$ cat src/rtl/osc_pkg.sv
// Shared encodings for the scope capture controller: trigger modes and FSM states.
package osc_pkg;

   localparam logic [1:0] MODE_FREE   = 2'd0;
   localparam logic [1:0] MODE_NORM   = 2'd1;
   localparam logic [1:0] MODE_SINGLE = 2'd2;

   typedef enum logic [1:0] {
      IDLE,
      WAIT_TRIG,
      CAPTURE,
      DONE
   } osc_state_e;

   // The reserved encoding behaves as a normal edge trigger.
   function automatic logic [1:0] mode_norm(input logic [1:0] m);
      return (m == 2'd3) ? MODE_NORM : m;
   endfunction

endpackage

$ cat src/rtl/osc_chan_writer.sv
// One capture channel: decimation counter, column address, full flag and the
// registered write port towards that channel's VDU buffer.
module osc_chan_writer #(
   parameter int DATA_W = 9,
   parameter int DEPTH  = 640,
   parameter int ADDR_W = 10,
   parameter int DEC_W  = 4
) (
   input  logic              clk,
   input  logic              rst,
   input  logic              clr_i,
   input  logic              start_i,
   input  logic              cap_i,
   input  logic [DATA_W-1:0] sample_i,
   input  logic [DEC_W-1:0]  decim_i,
   output logic              wr_en_o,
   output logic [ADDR_W-1:0] wr_addr_o,
   output logic [DATA_W-1:0] wr_data_o,
   output logic              full_o
);

   localparam logic [ADDR_W-1:0] LAST = ADDR_W'(DEPTH - 1);

   logic [DEC_W-1:0]  dc_q, dc_d;
   logic [DEC_W-1:0]  decim_q, decim_d;
   logic [ADDR_W-1:0] addr_q, addr_d;
   logic              full_q, full_d;
   logic              wr_en_q, wr_en_d;
   logic [ADDR_W-1:0] wr_addr_q, wr_addr_d;
   logic [DATA_W-1:0] wr_data_q, wr_data_d;

   always_comb begin
      dc_d      = dc_q;
      decim_d   = decim_q;
      addr_d    = addr_q;
      full_d    = full_q;
      wr_en_d   = 1'b0;
      wr_addr_d = wr_addr_q;
      wr_data_d = wr_data_q;
      if (clr_i) begin
         dc_d   = '0;
         addr_d = '0;
         full_d = 1'b0;
      end else if (start_i) begin
         // Triggering sample is column 0; it also counts as decimation phase 0.
         decim_d   = decim_i;
         wr_en_d   = 1'b1;
         wr_addr_d = '0;
         wr_data_d = sample_i;
         addr_d    = ADDR_W'(1);
         full_d    = 1'b0;
         dc_d      = (decim_i == '0) ? '0 : DEC_W'(1);
      end else if (cap_i) begin
         if (dc_q == '0 && !full_q) begin
            wr_en_d   = 1'b1;
            wr_addr_d = addr_q;
            wr_data_d = sample_i;
            if (addr_q == LAST) full_d = 1'b1;
            else                addr_d = addr_q + 1'b1;
         end
         dc_d = (dc_q == decim_q) ? '0 : dc_q + 1'b1;
      end
   end

   always_ff @(posedge clk) begin
      if (rst) begin
         dc_q      <= '0;
         decim_q   <= '0;
         addr_q    <= '0;
         full_q    <= 1'b0;
         wr_en_q   <= 1'b0;
         wr_addr_q <= '0;
         wr_data_q <= '0;
      end else begin
         dc_q      <= dc_d;
         decim_q   <= decim_d;
         addr_q    <= addr_d;
         full_q    <= full_d;
         wr_en_q   <= wr_en_d;
         wr_addr_q <= wr_addr_d;
         wr_data_q <= wr_data_d;
      end
   end

   assign wr_en_o   = wr_en_q;
   assign wr_addr_o = wr_addr_q;
   assign wr_data_o = wr_data_q;
   assign full_o    = full_q;

endmodule

$ cat src/rtl/osc_capture_ctrl.sv
// Multi-channel capture controller: trigger comparator and frame FSM, with one
// osc_chan_writer per channel filling a DEPTH-column display frame.
module osc_capture_ctrl
   import osc_pkg::*;
#(
   parameter int CHANNELS = 2,
   parameter int DATA_W   = 9,
   parameter int DEPTH    = 640,
   parameter int ADDR_W   = 10,
   parameter int DEC_W    = 4,
   parameter int TSEL_W   = 1
) (
   input  logic                       clk,
   input  logic                       rst,
   input  logic                       sample_en_i,
   input  logic [CHANNELS*DATA_W-1:0] sample_data_i,
   input  logic [1:0]                 mode_i,
   input  logic [TSEL_W-1:0]          trig_ch_i,
   input  logic [DATA_W-1:0]          trig_level_i,
   input  logic                       trig_rising_i,
   input  logic [CHANNELS*DEC_W-1:0]  decim_i,
   input  logic                       arm_i,
   input  logic                       stop_i,
   output logic [CHANNELS-1:0]        wr_en_o,
   output logic [CHANNELS*ADDR_W-1:0] wr_addr_o,
   output logic [CHANNELS*DATA_W-1:0] wr_data_o,
   output logic                       frame_done_o,
   output logic                       busy_o,
   output logic                       triggered_o
);

   osc_state_e        state_q, state_d;
   logic [1:0]        mode_q, mode_d;
   logic [DATA_W-1:0] prev_q, prev_d;
   logic              prev_valid_q, prev_valid_d;
   logic              frame_done_q, busy_q, triggered_q;

   logic [DATA_W-1:0]   trig_s;
   logic                rise_hit, fall_hit, trig_hit;
   logic                start, cap, clr;
   logic [CHANNELS-1:0] full;

   // Out-of-range selects fall back to channel 0.
   always_comb begin
      trig_s = sample_data_i[0 +: DATA_W];
      for (int c = 0; c < CHANNELS; c++)
         if (trig_ch_i == TSEL_W'(c)) trig_s = sample_data_i[c*DATA_W +: DATA_W];
   end

   assign rise_hit = prev_valid_q && (prev_q <  trig_level_i) && (trig_s >= trig_level_i);
   assign fall_hit = prev_valid_q && (prev_q >= trig_level_i) && (trig_s <  trig_level_i);
   assign trig_hit = (mode_q == MODE_FREE) || (trig_rising_i ? rise_hit : fall_hit);

   always_comb begin
      state_d      = state_q;
      mode_d       = mode_q;
      prev_d       = prev_q;
      prev_valid_d = prev_valid_q;
      start        = 1'b0;
      cap          = 1'b0;
      clr          = 1'b0;
      case (state_q)
         IDLE: begin
            clr          = 1'b1;
            prev_valid_d = 1'b0;
            if (mode_norm(mode_i) != MODE_SINGLE || arm_i) begin
               state_d = WAIT_TRIG;
               mode_d  = mode_norm(mode_i);
            end
         end
         WAIT_TRIG: begin
            if (sample_en_i) begin
               prev_d       = trig_s;
               prev_valid_d = 1'b1;
               if (trig_hit) begin
                  start   = 1'b1;
                  state_d = CAPTURE;
               end
            end
         end
         CAPTURE: begin
            if (&full) state_d = DONE;
            else       cap     = sample_en_i;
         end
         DONE: begin
            clr          = 1'b1;
            prev_valid_d = 1'b0;
            mode_d       = mode_norm(mode_i);
            state_d      = (mode_norm(mode_i) == MODE_SINGLE) ? IDLE : WAIT_TRIG;
         end
         default: state_d = IDLE;
      endcase
      // Abort overrides everything, including an arm or trigger in the same cycle.
      if (stop_i) begin
         state_d      = IDLE;
         start        = 1'b0;
         cap          = 1'b0;
         clr          = 1'b1;
         prev_valid_d = 1'b0;
      end
   end

   always_ff @(posedge clk) begin
      if (rst) begin
         state_q      <= IDLE;
         mode_q       <= MODE_FREE;
         prev_q       <= '0;
         prev_valid_q <= 1'b0;
         frame_done_q <= 1'b0;
         busy_q       <= 1'b0;
         triggered_q  <= 1'b0;
      end else begin
         state_q      <= state_d;
         mode_q       <= mode_d;
         prev_q       <= prev_d;
         prev_valid_q <= prev_valid_d;
         frame_done_q <= (state_d == DONE);
         busy_q       <= (state_d == WAIT_TRIG) || (state_d == CAPTURE);
         triggered_q  <= (state_d == CAPTURE);
      end
   end

   for (genvar c = 0; c < CHANNELS; c++) begin : g_ch
      osc_chan_writer #(
         .DATA_W (DATA_W),
         .DEPTH  (DEPTH),
         .ADDR_W (ADDR_W),
         .DEC_W  (DEC_W)
      ) u_wr (
         .clk       (clk),
         .rst       (rst),
         .clr_i     (clr),
         .start_i   (start),
         .cap_i     (cap),
         .sample_i  (sample_data_i[c*DATA_W +: DATA_W]),
         .decim_i   (decim_i[c*DEC_W +: DEC_W]),
         .wr_en_o   (wr_en_o[c]),
         .wr_addr_o (wr_addr_o[c*ADDR_W +: ADDR_W]),
         .wr_data_o (wr_data_o[c*DATA_W +: DATA_W]),
         .full_o    (full[c])
      );
   end

   assign frame_done_o = frame_done_q;
   assign busy_o       = busy_q;
   assign triggered_o  = triggered_q;

endmodule

$ cat config.mk
export PLATFORM = sky130hd
export DESIGN_NAME = osc_capture_ctrl
export DESIGN_NICKNAME = d
export VERILOG_FILES = /design/src/rtl/osc_pkg.sv /design/src/rtl/osc_chan_writer.sv /design/src/rtl/osc_capture_ctrl.sv
export SDC_FILE = /design/constraint.sdc
export NUM_CORES = 1
export LEC_CHECK = 0
export ABC_CLOCK_PERIOD_IN_PS = 4500
export CORE_AREA = 2 2 80 121
export DETAILED_ROUTE_END_ITERATION = 8
export DIE_AREA = 0 0 82 123
export GPL_TIMING_DRIVEN = 0
export PLACE_DENSITY = 0.83
export SLEW_MARGIN = 20
export SYNTH_ARGS = -nofsm -noshare
export SYNTH_HDL_FRONTEND = slang
export SYNTH_SLANG_ARGS = --single-unit
$ cat constraint.sdc
create_clock -name clk -period 4.5 [get_ports clk]
set_input_delay 1.125 -clock clk [delete_from_list [all_inputs] [get_ports clk]]
set_output_delay 1.125 -clock clk [all_outputs]
set_load 0.005 [all_outputs]
Word-level counts from Yosys, hierarchy flattened
Index checks and enable logic that the tools add are counted.
- register bits after elaboration: 95
- latch bits: 0
- bits in writable memories: 0
- ROM bits: 0
- input port bits: 44
- output and inout bits: 43
- word-level logic and storage cells: 147
- memories: 0
- $add $sub $neg: 4
- $mul: 0
- div/mod/pow operators: 0
- order comparisons: 4
- eq/ne operators: 17
- shifts and indexed selects: 0
- mux-type cells: 57
- bitwise gates (word level): 3
- reduce and logical (&&, ||, !) cells: 39
- operators with widths (cell ; number):
    2-to-1 mux 9 bit ; 7
    2-to-1 mux 10 bit ; 6
    2-to-1 mux 1 bit ; 28
    2-to-1 mux 4 bit ; 6
    AND reduction 3 bit ; 8
    adder 10 x 1 -> 10 bit (second input constant) ; 2
    == test 10 bit (second input constant) ; 2
    >= comparator 9 bit ; 2
    < comparator 9 bit ; 2
    zero test 4 bit ; 4
    2-to-1 mux 2 bit ; 7
    == test 2 bit (second input constant) ; 6
    AND reduction 2 bit ; 5
    nonzero test 2 bit ; 5
    adder 4 x 1 -> 4 bit (second input constant) ; 2
    == test 4 bit ; 2
    inequality test 2 bit (second input constant) ; 4
    case mux 2 bit (4 select lines) ; 1
    logical AND 1 bit ; 6
    OR reduction 2 bit ; 3
    == test 2 x 1 -> 1 bit (second input constant) ; 2
    zero test 2 bit ; 2
    case mux 2 bit (2 select lines) ; 1
    logical OR 1 bit ; 3
    5 further kinds ; 8

Depth between registers and ports, before layout
Gate-level depths: netlist of the first run.
- depth after elaboration: 11
- depth in mapped cells: 12
- gate-level depth less buffers: 11

Modules after synthesis
Synthesis of the first run repeated with hierarchy kept, for this count alone.
- cell total of the unflattened synthesis: 550
- area total of the unflattened synthesis: 4874.7 µm²
- modules (own cells, without submodules) (module ; times used ; cells an instance ; area each (µm²) ; seq. area each (µm²)):
    osc_chan_writer at g_ch[0].u_wr ; 1 ; 188 ; 1773.0 ; 780.7
    osc_chan_writer at g_ch[1].u_wr ; 1 ; 183 ; 1669.1 ; 780.7
    osc_capture_ctrl ; 1 ; 179 ; 1432.6 ; 340.3

Worst setup path before layout of the first run
Ideal clock, no wire load.
- path type: input -> register
- start: in trig_ch_i
- end: reg busy_q, in the netlist busy_o
- setup time: 0.067 ns
- data arrival time: 3.951 ns
- required time: 4.433 ns
- path slack: 0.482 ns
- stages on the path: 12
- path buffers: 1
- cells stage by stage: clkbuf_1 > mux2_2 > ha_1 > nor2b_1 > o21bai_1 > a31oi_1 > o311ai_2 > a21boi_2 > or2_1 > a211o_1 > ha_1 > nor2_1
- cells in the longest elaborated chain, start to end: 11
- elaborated cells on any way between the ends: 14
- classes of those cells: 2 x order compare; 2 x eq/ne; 6 x mux; 4 x reduce/logical
- ends and longest elaborated chain (item ; RTL line ; text):
    start, declared ; osc_capture_ctrl.sv:18 ; input logic [TSEL_W-1:0] trig_ch_i,
    2-to-1 mux 9 bit * ; osc_capture_ctrl.sv:47 ; if (trig_ch_i == TSEL_W'(c)) trig_s = sample_data_i[c*DATA_W +: DATA_W];
    via trig_s[1] ; osc_capture_ctrl.sv:38 ; logic [DATA_W-1:0] trig_s;
    < comparator 9 bit / >= comparator 9 bit (equally long branches) ; osc_capture_ctrl.sv:51, osc_capture_ctrl.sv:50 ;
    logical AND 1 bit, on equally long branches ; osc_capture_ctrl.sv:51, osc_capture_ctrl.sv:50 ;
    2-to-1 mux 1 bit * ; osc_capture_ctrl.sv:52 ; assign trig_hit = (mode_q == MODE_FREE) || (trig_rising_i ? rise_hit : fall_hit);
    logical OR 1 bit * ; osc_capture_ctrl.sv:52 ;
    2-to-1 mux 2 bit * ; osc_capture_ctrl.sv:75 ; if (trig_hit) begin
    2-to-1 mux 2 bit * ; osc_capture_ctrl.sv:72 ; if (sample_en_i) begin
    case mux 2 bit (4 select lines) * ; osc_capture_ctrl.sv:62 ; case (state_q)
    2-to-1 mux 2 bit * ; osc_capture_ctrl.sv:94 ; if (stop_i) begin
    == test 2 x 1 -> 1 bit / == test 2 bit (equally long branches) ; osc_capture_ctrl.sv:118 ; busy_q <= (state_d == WAIT_TRIG) || (state_d == CAPTURE);
    logical OR 1 bit * ; osc_capture_ctrl.sv:118 ;
    end signal, assigned ; osc_capture_ctrl.sv:118 ;
    end, declared ; osc_capture_ctrl.sv:36 ; logic frame_done_q, busy_q, triggered_q;
The timed path passes the listed nets; every way through them passes the cells marked *.
A chain may end at the register's enable or synchronous reset.

Worst setup path after layout of the first run
- start: in trig_ch_i
- end: reg busy_q, in the netlist busy_o
- cells in the longest elaborated chain, start to end: 11
- elaborated cells on any way between the ends: 14
- classes of those cells: 2 x order compare; 2 x eq/ne; 6 x mux; 4 x reduce/logical
- ends and longest elaborated chain (item ; RTL line ; text):
    2-to-1 mux 9 bit * ; osc_capture_ctrl.sv:47 ;
    via trig_s[4] ; osc_capture_ctrl.sv:38 ;
    < comparator 9 bit / >= comparator 9 bit (equally long branches) ; osc_capture_ctrl.sv:51, osc_capture_ctrl.sv:50 ;
    logical AND 1 bit, on equally long branches ; osc_capture_ctrl.sv:51, osc_capture_ctrl.sv:50 ;
    2-to-1 mux 1 bit * ; osc_capture_ctrl.sv:52 ;
    logical OR 1 bit * ; osc_capture_ctrl.sv:52 ;
    2-to-1 mux 2 bit * ; osc_capture_ctrl.sv:75 ;
    2-to-1 mux 2 bit * ; osc_capture_ctrl.sv:72 ;
    case mux 2 bit (4 select lines) * ; osc_capture_ctrl.sv:62 ;
    2-to-1 mux 2 bit * ; osc_capture_ctrl.sv:94 ;
    via state_d[1] ; osc_capture_ctrl.sv:32 ; osc_state_e state_q, state_d;
    == test 2 x 1 -> 1 bit / == test 2 bit (equally long branches) ; osc_capture_ctrl.sv:118 ;
    logical OR 1 bit * ; osc_capture_ctrl.sv:118 ;
Marks and branches as above.

==> run_results.csv, run 1 <==
group,metric,value,unit
logic_synthesis,synthArstFlopShare,0,
sta,period_minus_slack,4.187,ns
sta,rsz0062_at_grt,"no",
logic_synthesis,synth-main-ff-cell,"dfxtp_1",
setup_path,reg2reg_to,"busy_o",
clock_tree,cts.clk_slew.worst_paths,0.07,ns
finish,layout_common_cells,"dfxtp_1, clkdlybuf4s50_1, nor2_1",
clock_tree,clk_root_buffer_cell,"clkbuf_16",
clock_tree,insertion_delay,0.35,ns
clock_tree,cts_buffers,9,
setup_path,crit_path_start,"trig_ch_i",
logic_synthesis,ys_types,60,
logic_synthesis,syn_nets,570,
global_route,grt_max_degree,18,
sta,worst_pin_slew,0.8455,ns
finish,antenna_cells,0,
detailed_routing,ant_nets,0,
detailed_routing,firstDrtPassIters,4,
logic_synthesis,synth.avg_cell_area,9.287,sq um
clock_tree,h-tree-depth,3,
global_route,grt_pass1_vias,4185,
sta,relSlewSlack,0.4342,
global_route,antenna_found_initial,0,
logic_synthesis,synth.yosys.seq_area_share,0.4137,
finish,areaGrowthSynthToFinish,27.68,%
clock_tree,clockBufferDepth,2,
clock_tree,post_cts_buffers,0,
placed_design,portBuffers,83,
clock_tree,post_cts_resized,0,
floorplanning,io_pins,87,
sta,skew,0.009790,ns
setup_path,worst-setup-path-type,"input pin to flop",
run,cap_viol_max_count,0,
power,vdd_ir_drop_max,0.1951,mV
setup_path,crit_path_end,"busy_o",
setup_path,rrSetupSlack,1.67,ns
setup_path,arrival,4.46,ns
placed_design,place_ws,-0.008971,ns
logic_synthesis,synth_edf_count,0,
floorplanning,row_count,43,
logic_synthesis,synth_seq_cells,95,
setup_path,start_kind,"input pin",
finish,drive_above_1_share,0.08249,
detailed_routing,vias_per_cell,5.721,
clock_tree,cts_tree,"built",
floorplanning,dieHeight,123,um
global_route,grt-ovfl-total,0,
floorplanning,die-area,0.01009,sq mm
clock_tree,ctsHoldBuffers,0,
clock_tree,clock-sinks,95,
global_route,grt_usage,0.2373,
logic_synthesis,synth_cells,495,
finish,finalInstanceArea,0.005869,sq mm
detailed_routing,drt_iter0_drc,193,
detailed_routing,dr_total_vias,4039,
sta,hold_viol,0,
sta,finalSetupViolations,0,
floorplanning,die_w,82,um
detailed_routing,drt_drc_violations_left,0,
detailed_routing,wl_per_cell,15.72,um
power,power.leakage,2.168,nW
floorplanning,start_util,0.5086,
logic_synthesis,synthesis.area,0.004597,sq mm
sta,drv_slew,0,
sta,whs,0.4564,ns
finish,finish.utilization,0.6494,
setup_path,path_max_fanout,9,
setup_path,ff2ff_path_depth,10,
global_route,grt_pass1_wl,18.69,mm
floorplanning,core,0.009039,sq mm
power,power_density,312.4,mW/mm^2
placed_design,place_area,0.005568,sq mm
sta,finalCritPeriodShare,0.9304,
power,p_total,1.834,mW
logic_synthesis,yosys_warnings,0,
worst_hold_path,min-delay-path-class,"flop to flop",
setup_path,end_kind,"flop",
finish,final_common_cell,"dfxtp_1",
sta,layout_setup_ws,0.3133,ns
run_status,status,"finished, final reports clean",
sta,fmax,238.9,MHz
setup_path,cp.required,4.78,ns
placed_design,place_congestion,0.9203,
placed_design,dpl.hpwl,8.361,mm
detailed_routing,drt_wl_total,11.10,mm
finish,nets,664,
setup_path,r2r_start,"prev_q[7]",
-- synth_stat cells, types with 2 or more instances --
master / number / area share
nor4b_1: 2 / 0.0038
mux2_2: 8 / 0.020
nor2b_1: 8 / 0.011
clkbuf_1: 13 / 0.011
and2_1: 2 / 0.0027
nor3_1: 5 / 0.0054
inv_1: 17 / 0.014
o32ai_1: 2 / 0.0038
nand2_1: 42 / 0.034
nand2b_1: 4 / 0.0054
nand4_1: 7 / 0.0095
a2111oi_2: 3 / 0.0098
o211ai_2: 2 / 0.0054
and3_1: 2 / 0.0027
ha_1: 31 / 0.084
o41ai_4: 2 / 0.012
buf_2: 3 / 0.0033
dfxtp_1: 95 / 0.41
a211oi_1: 6 / 0.0098
nor4_1: 6 / 0.0082
xor2_1: 18 / 0.034
a22o_1: 26 / 0.050
and4_1: 4 / 0.0076
nand3b_1: 2 / 0.0033
nand4b_1: 2 / 0.0038
nand3_1: 33 / 0.036
buf_4: 5 / 0.0082
o21ai_0: 8 / 0.0087
a21oi_1: 41 / 0.045
nor3b_1: 4 / 0.0065
mux2i_1: 11 / 0.024
nor2_1: 45 / 0.037
xnor2_1: 8 / 0.015
buf_1: 2 / 0.0016
-- where the power goes --
group	total (mW)	leakage (nW)	switching, mW	internal, mW
logic	0.197	1.26	0.105	0.0923
registers	0.856	0.766	0.00610	0.850
clock network	0.780	0.144	0.341	0.439
total	1.83	2.17	0.452	1.38
-- through the flow --
step                      setup TNS (ns)  std cells
after floorplan                        0        495
after global placement                 0        690
after detailed placement       -0.008971        690
after CTS                              0        706
after global routing                   0        706
final                                  0        706
-- routing by layer --
| layer | vias up | GRT usage | wire length, um |
|---|---|---|---|
| li1 | 1970 | - | - |
| met1 | 1929 | 0.2641 | 4372 |
| met2 | 107 | 0.4121 | 5849 |
| met3 | 33 | 0.04745 | 400 |
| met4 | 0 | 0.1344 | 479 |
| met5 | - | 0 | 0 |
-- area by class of cell --
class                   count  area (sq um)
multi-input cells         360          2522
repair buffers             83         830.8
fillers                   767          3169
clock buffers              10         229.0
plain buffers              23         108.9
flip-flops and latches     95          1902
inverters                  17         63.81
clock inverters             6         72.57
well taps                 112         140.1
-- how the worst min path moves through the flow --
stage | cells after the start | end | startpoint
finish | 2 | g_ch[0].u_wr.wr_addr_o[5] | g_ch[0].u_wr.wr_addr_o[5]
global route | 2 | g_ch[1].u_wr.wr_addr_o[3] | g_ch[1].u_wr.wr_addr_o[3]
CTS | 2 | g_ch[1].u_wr.wr_addr_o[5] | g_ch[1].u_wr.wr_addr_o[5]
detailed placement | 2 | g_ch[1].u_wr.wr_addr_o[8] | g_ch[1].u_wr.wr_addr_o[8]
global placement | 2 | g_ch[0].u_wr.wr_addr_o[1] | g_ch[0].u_wr.wr_addr_o[1]
floorplan | 2 | g_ch[0].u_wr.wr_addr_o[0] | g_ch[0].u_wr.wr_addr_o[0]
-- logic make-up (layout without fill, tap and decap cells) --
kind of cell / after synthesis / after routing / synth area share
and+or+nand+nor: 173 / 173 / 0.1854
muxes: 19 / 19 / 0.04355
DFF: 95 / 95 / 0.4137
buffers and inverters: 40 / 139 / 0.03756
xor gates and xnor gates: 26 / 26 / 0.04954
adders and majority gates: 31 / 31 / 0.08438
AOI/OAI and AO/OA: 111 / 111 / 0.1859
-- state kept, by name, summed over array words and instances, names as in the netlist --
name,flops
g_ch.u_wr.wr_addr_o,20
g_ch.u_wr.wr_en_o,2
busy_o,1
triggered_o,1
prev_q,9
g_ch.u_wr.full_o,2
state_q,2
g_ch.u_wr.addr_q,20
prev_valid_q,1
frame_done_o,1
mode_q,2
g_ch.u_wr.dc_q,8
g_ch.u_wr.decim_q,8
g_ch.u_wr.wr_data_o,18
-- critical path, cell delays in order --
cell and delay, ns:
clkbuf_1 0.48, mux2_2 0.44, ha_1 0.33, nand3_1 0.13
o21bai_1 0.13, a31oi_1 0.13, a2111o_2 0.52, a21boi_2 0.24
o21ai_2 0.14, a211oi_1 0.39, ha_1 0.30, nor2_1 0.09
(Power assumes the default switching activity.)
==> inputs of run 2 (changes only) <==
Settings changed: CORE_AREA 2 2 80 121 to 2 2 91 137, DIE_AREA 0 0 82 123 to 0 0 93 139, PLACE_DENSITY 0.83 to 0.68.
==> run 2 against run 1 <==
Against the previous run:
- final area is 0.94% higher
- die area increased by 28%
- via count decreased by 2.4%
- clock power shrank 0.5%
- critical path depth stayed put
- final cell count is 5.8% higher
- core utilization decreased by 15 points
- highest routed layer unchanged
==> run_results.csv, run 2 (same netlist as run 1, synthesis figures left out) <==
group,metric,value,unit
run_status,status,"finished, final reports clean",
worst_hold_path,holdCritStartpoint,"g_ch[0].u_wr.wr_addr_o[7]",
power,p_int,1.381,mW
worst_hold_path,min-delay-path-class,"flop to flop",
setup_path,rrSetupSlack,1.60,ns
detailed_routing,drt_drc_violations_left,0,
sta,finalCritPeriodShare,0.9253,
power,power.leakage,2.172,nW
power,combPwrFrac,0.107,
sta,fmax,240.2,MHz
clock_tree,clk_root_buffer_cell,"clkbuf_16",
clock_tree,cts.clk_slew.worst_paths,0.07,ns
global_route,grt_max_degree,18,
clock_tree,post_cts_buffers,0,
clock_tree,post_cts_resized,0,
placed_design,place_congestion,0.8528,
global_route,grt-ovfl-total,0,
global_route,grt_usage,0.1775,
finish,drive_above_1_share,0.08418,
setup_path,arrival,4.44,ns
sta,relSlewSlack,0.4383,
sta,period_minus_slack,4.164,ns
power,switching_power,0.4473,mW
sta,drv_slew,0,
run,cap_viol_max_count,0,
sta,tns,0,ns
detailed_routing,firstDrtPassIters,4,
setup_path,path_max_fanout,9,
worst_hold_path,worstHoldEndpoint,"g_ch[0].u_wr.wr_addr_o[7]",
finish,areaGrowthSynthToFinish,28.88,%
clock_tree,h-tree-depth,3,
sta,worst_pin_slew,0.8395,ns
sta,skew,0.008487,ns
clock_tree,cts_buffers,9,
floorplanning,start_util,0.3905,
finish,nets,664,
worst_hold_path,whs_path_depth,2,
finish,fin_cells,747,
global_route,grt_pass1_vias,3998,
sta,rsz0062_at_grt,"no",
detailed_routing,ant_nets,0,
setup_path,r2r_start,"prev_q[2]",
detailed_routing,drt_wl_total,11.11,mm
floorplanning,io_pins,87,
clock_tree,clock-sinks,95,
detailed_routing,vias_per_cell,5.280,
setup_path,ff2ff_path_depth,10,
global_route,antenna_found_initial,0,
placed_design,dpl.hpwl,8.537,mm
setup_path,start_kind,"input pin",
floorplanning,die-area,0.01293,sq mm
setup_path,worst-setup-path-type,"input pin to flop",
detailed_routing,dr_total_vias,3944,
power,swShare,0.2447,
power,seq_power_share,0.469,
setup_path,end_kind,"flop",
setup_path,cp.required,4.77,ns
finish,final_common_cell,"dfxtp_1",
sta,finalSetupViolations,0,
finish,layout_common_cells,"dfxtp_1, clkdlybuf4s50_1, nor2_1",
power,p_clk_frac,0.425,
clock_tree,cts_tree,"built",
global_route,grt_pass1_wl,18.61,mm
floorplanning,row_count,49,
floorplanning,dieHeight,139,um
setup_path,reg2reg_to,"busy_o",
clock_tree,ctsHoldBuffers,0,
clock_tree,clockBufferDepth,2,
detailed_routing,drt_iter0_drc,147,
power,power_density,308.6,mW/mm^2
finish,antenna_cells,0,
sta,hold_viol,0,
power,vdd_ir_drop_max,0.1845,mV
clock_tree,insertion_delay,0.35,ns
placed_design,place_inst,731,
detailed_routing,wl_per_cell,14.87,um
floorplanning,core,0.01177,sq mm
placed_design,portBuffers,83,
floorplanning,die_w,93,um
[run 2: power groups by stage]
stage / clock network, mW / logic, mW / registers, mW
4_1_cts: 0.796 / 0.196 / 0.856
2_1_floorplan: 0 / 0.115 / 0.875
3_5_place_dp: 0 / 0.195 / 0.876
6_report: 0.776 / 0.195 / 0.857
3_3_place_gp: 0 / 0.190 / 0.875
5_1_grt: 0.834 / 0.215 / 0.857
[run 2: area by class of cell]
cell class / count / area, sq um
well taps: 153 / 191.4
fillers: 1116 / 5847
flip-flops and latches: 95 / 1902
inverters: 17 / 63.81
plain buffers: 23 / 108.9
clock inverters: 7 / 80.08
clock buffers: 9 / 225.2
multi-input cells: 360 / 2522
repair buffers: 83 / 830.8
[run 2: worst max path at each step]
stage,endpoint,cells past startpoint,from
floorplan,busy_o,12,trig_ch_i
global placement,busy_o,12,trig_ch_i
detailed placement,busy_o,12,trig_ch_i
CTS,busy_o,12,trig_ch_i
global route,busy_o,12,trig_ch_i
finish,busy_o,12,trig_ch_i
[run 2: metrics by stage]
| step | instance area [sq um] | util | power (mW) | worst slack [ns] | hold WS (ns) |
|---|---|---|---|---|---|
| after global routing | 5924 | 0.5033 | 1.906 | 0.1165 | 0.4781 |
| after detailed placement | 5619 | 0.4774 | 1.070 | 0.03677 | 0.4509 |
| final | 5924 | 0.5033 | 1.828 | 0.3362 | 0.4566 |
| after CTS | 5924 | 0.5033 | 1.849 | 0.3712 | 0.4606 |
| after floorplan | 4597 | - | 0.9898 | 0.4823 | 0.4527 |
| after global placement | 5619 | 0.4774 | 1.066 | 0.04511 | 0.4456 |
[run 2: routing by layer]
metal / vias to the layer above / routed length, um / track usage
met3: 15 / 423 / 0.02609
met2: 85 / 6036 / 0.3326
met1: 1887 / 4451 / 0.1963
met5: - / 0 / 0
met4: 0 / 196 / 0.07043
li1: 1957 / - / -
[run 2: worst max-delay path, cell delays in order]
cell and delay [ns]:
clkbuf_1 0.42, mux2_2 0.43, ha_1 0.32, nand3_1 0.13, o21bai_1 0.13, a31oi_1 0.14
a2111o_2 0.52, a21boi_2 0.24, o21ai_2 0.14, a211oi_1 0.43, ha_1 0.31, nor2_1 0.10
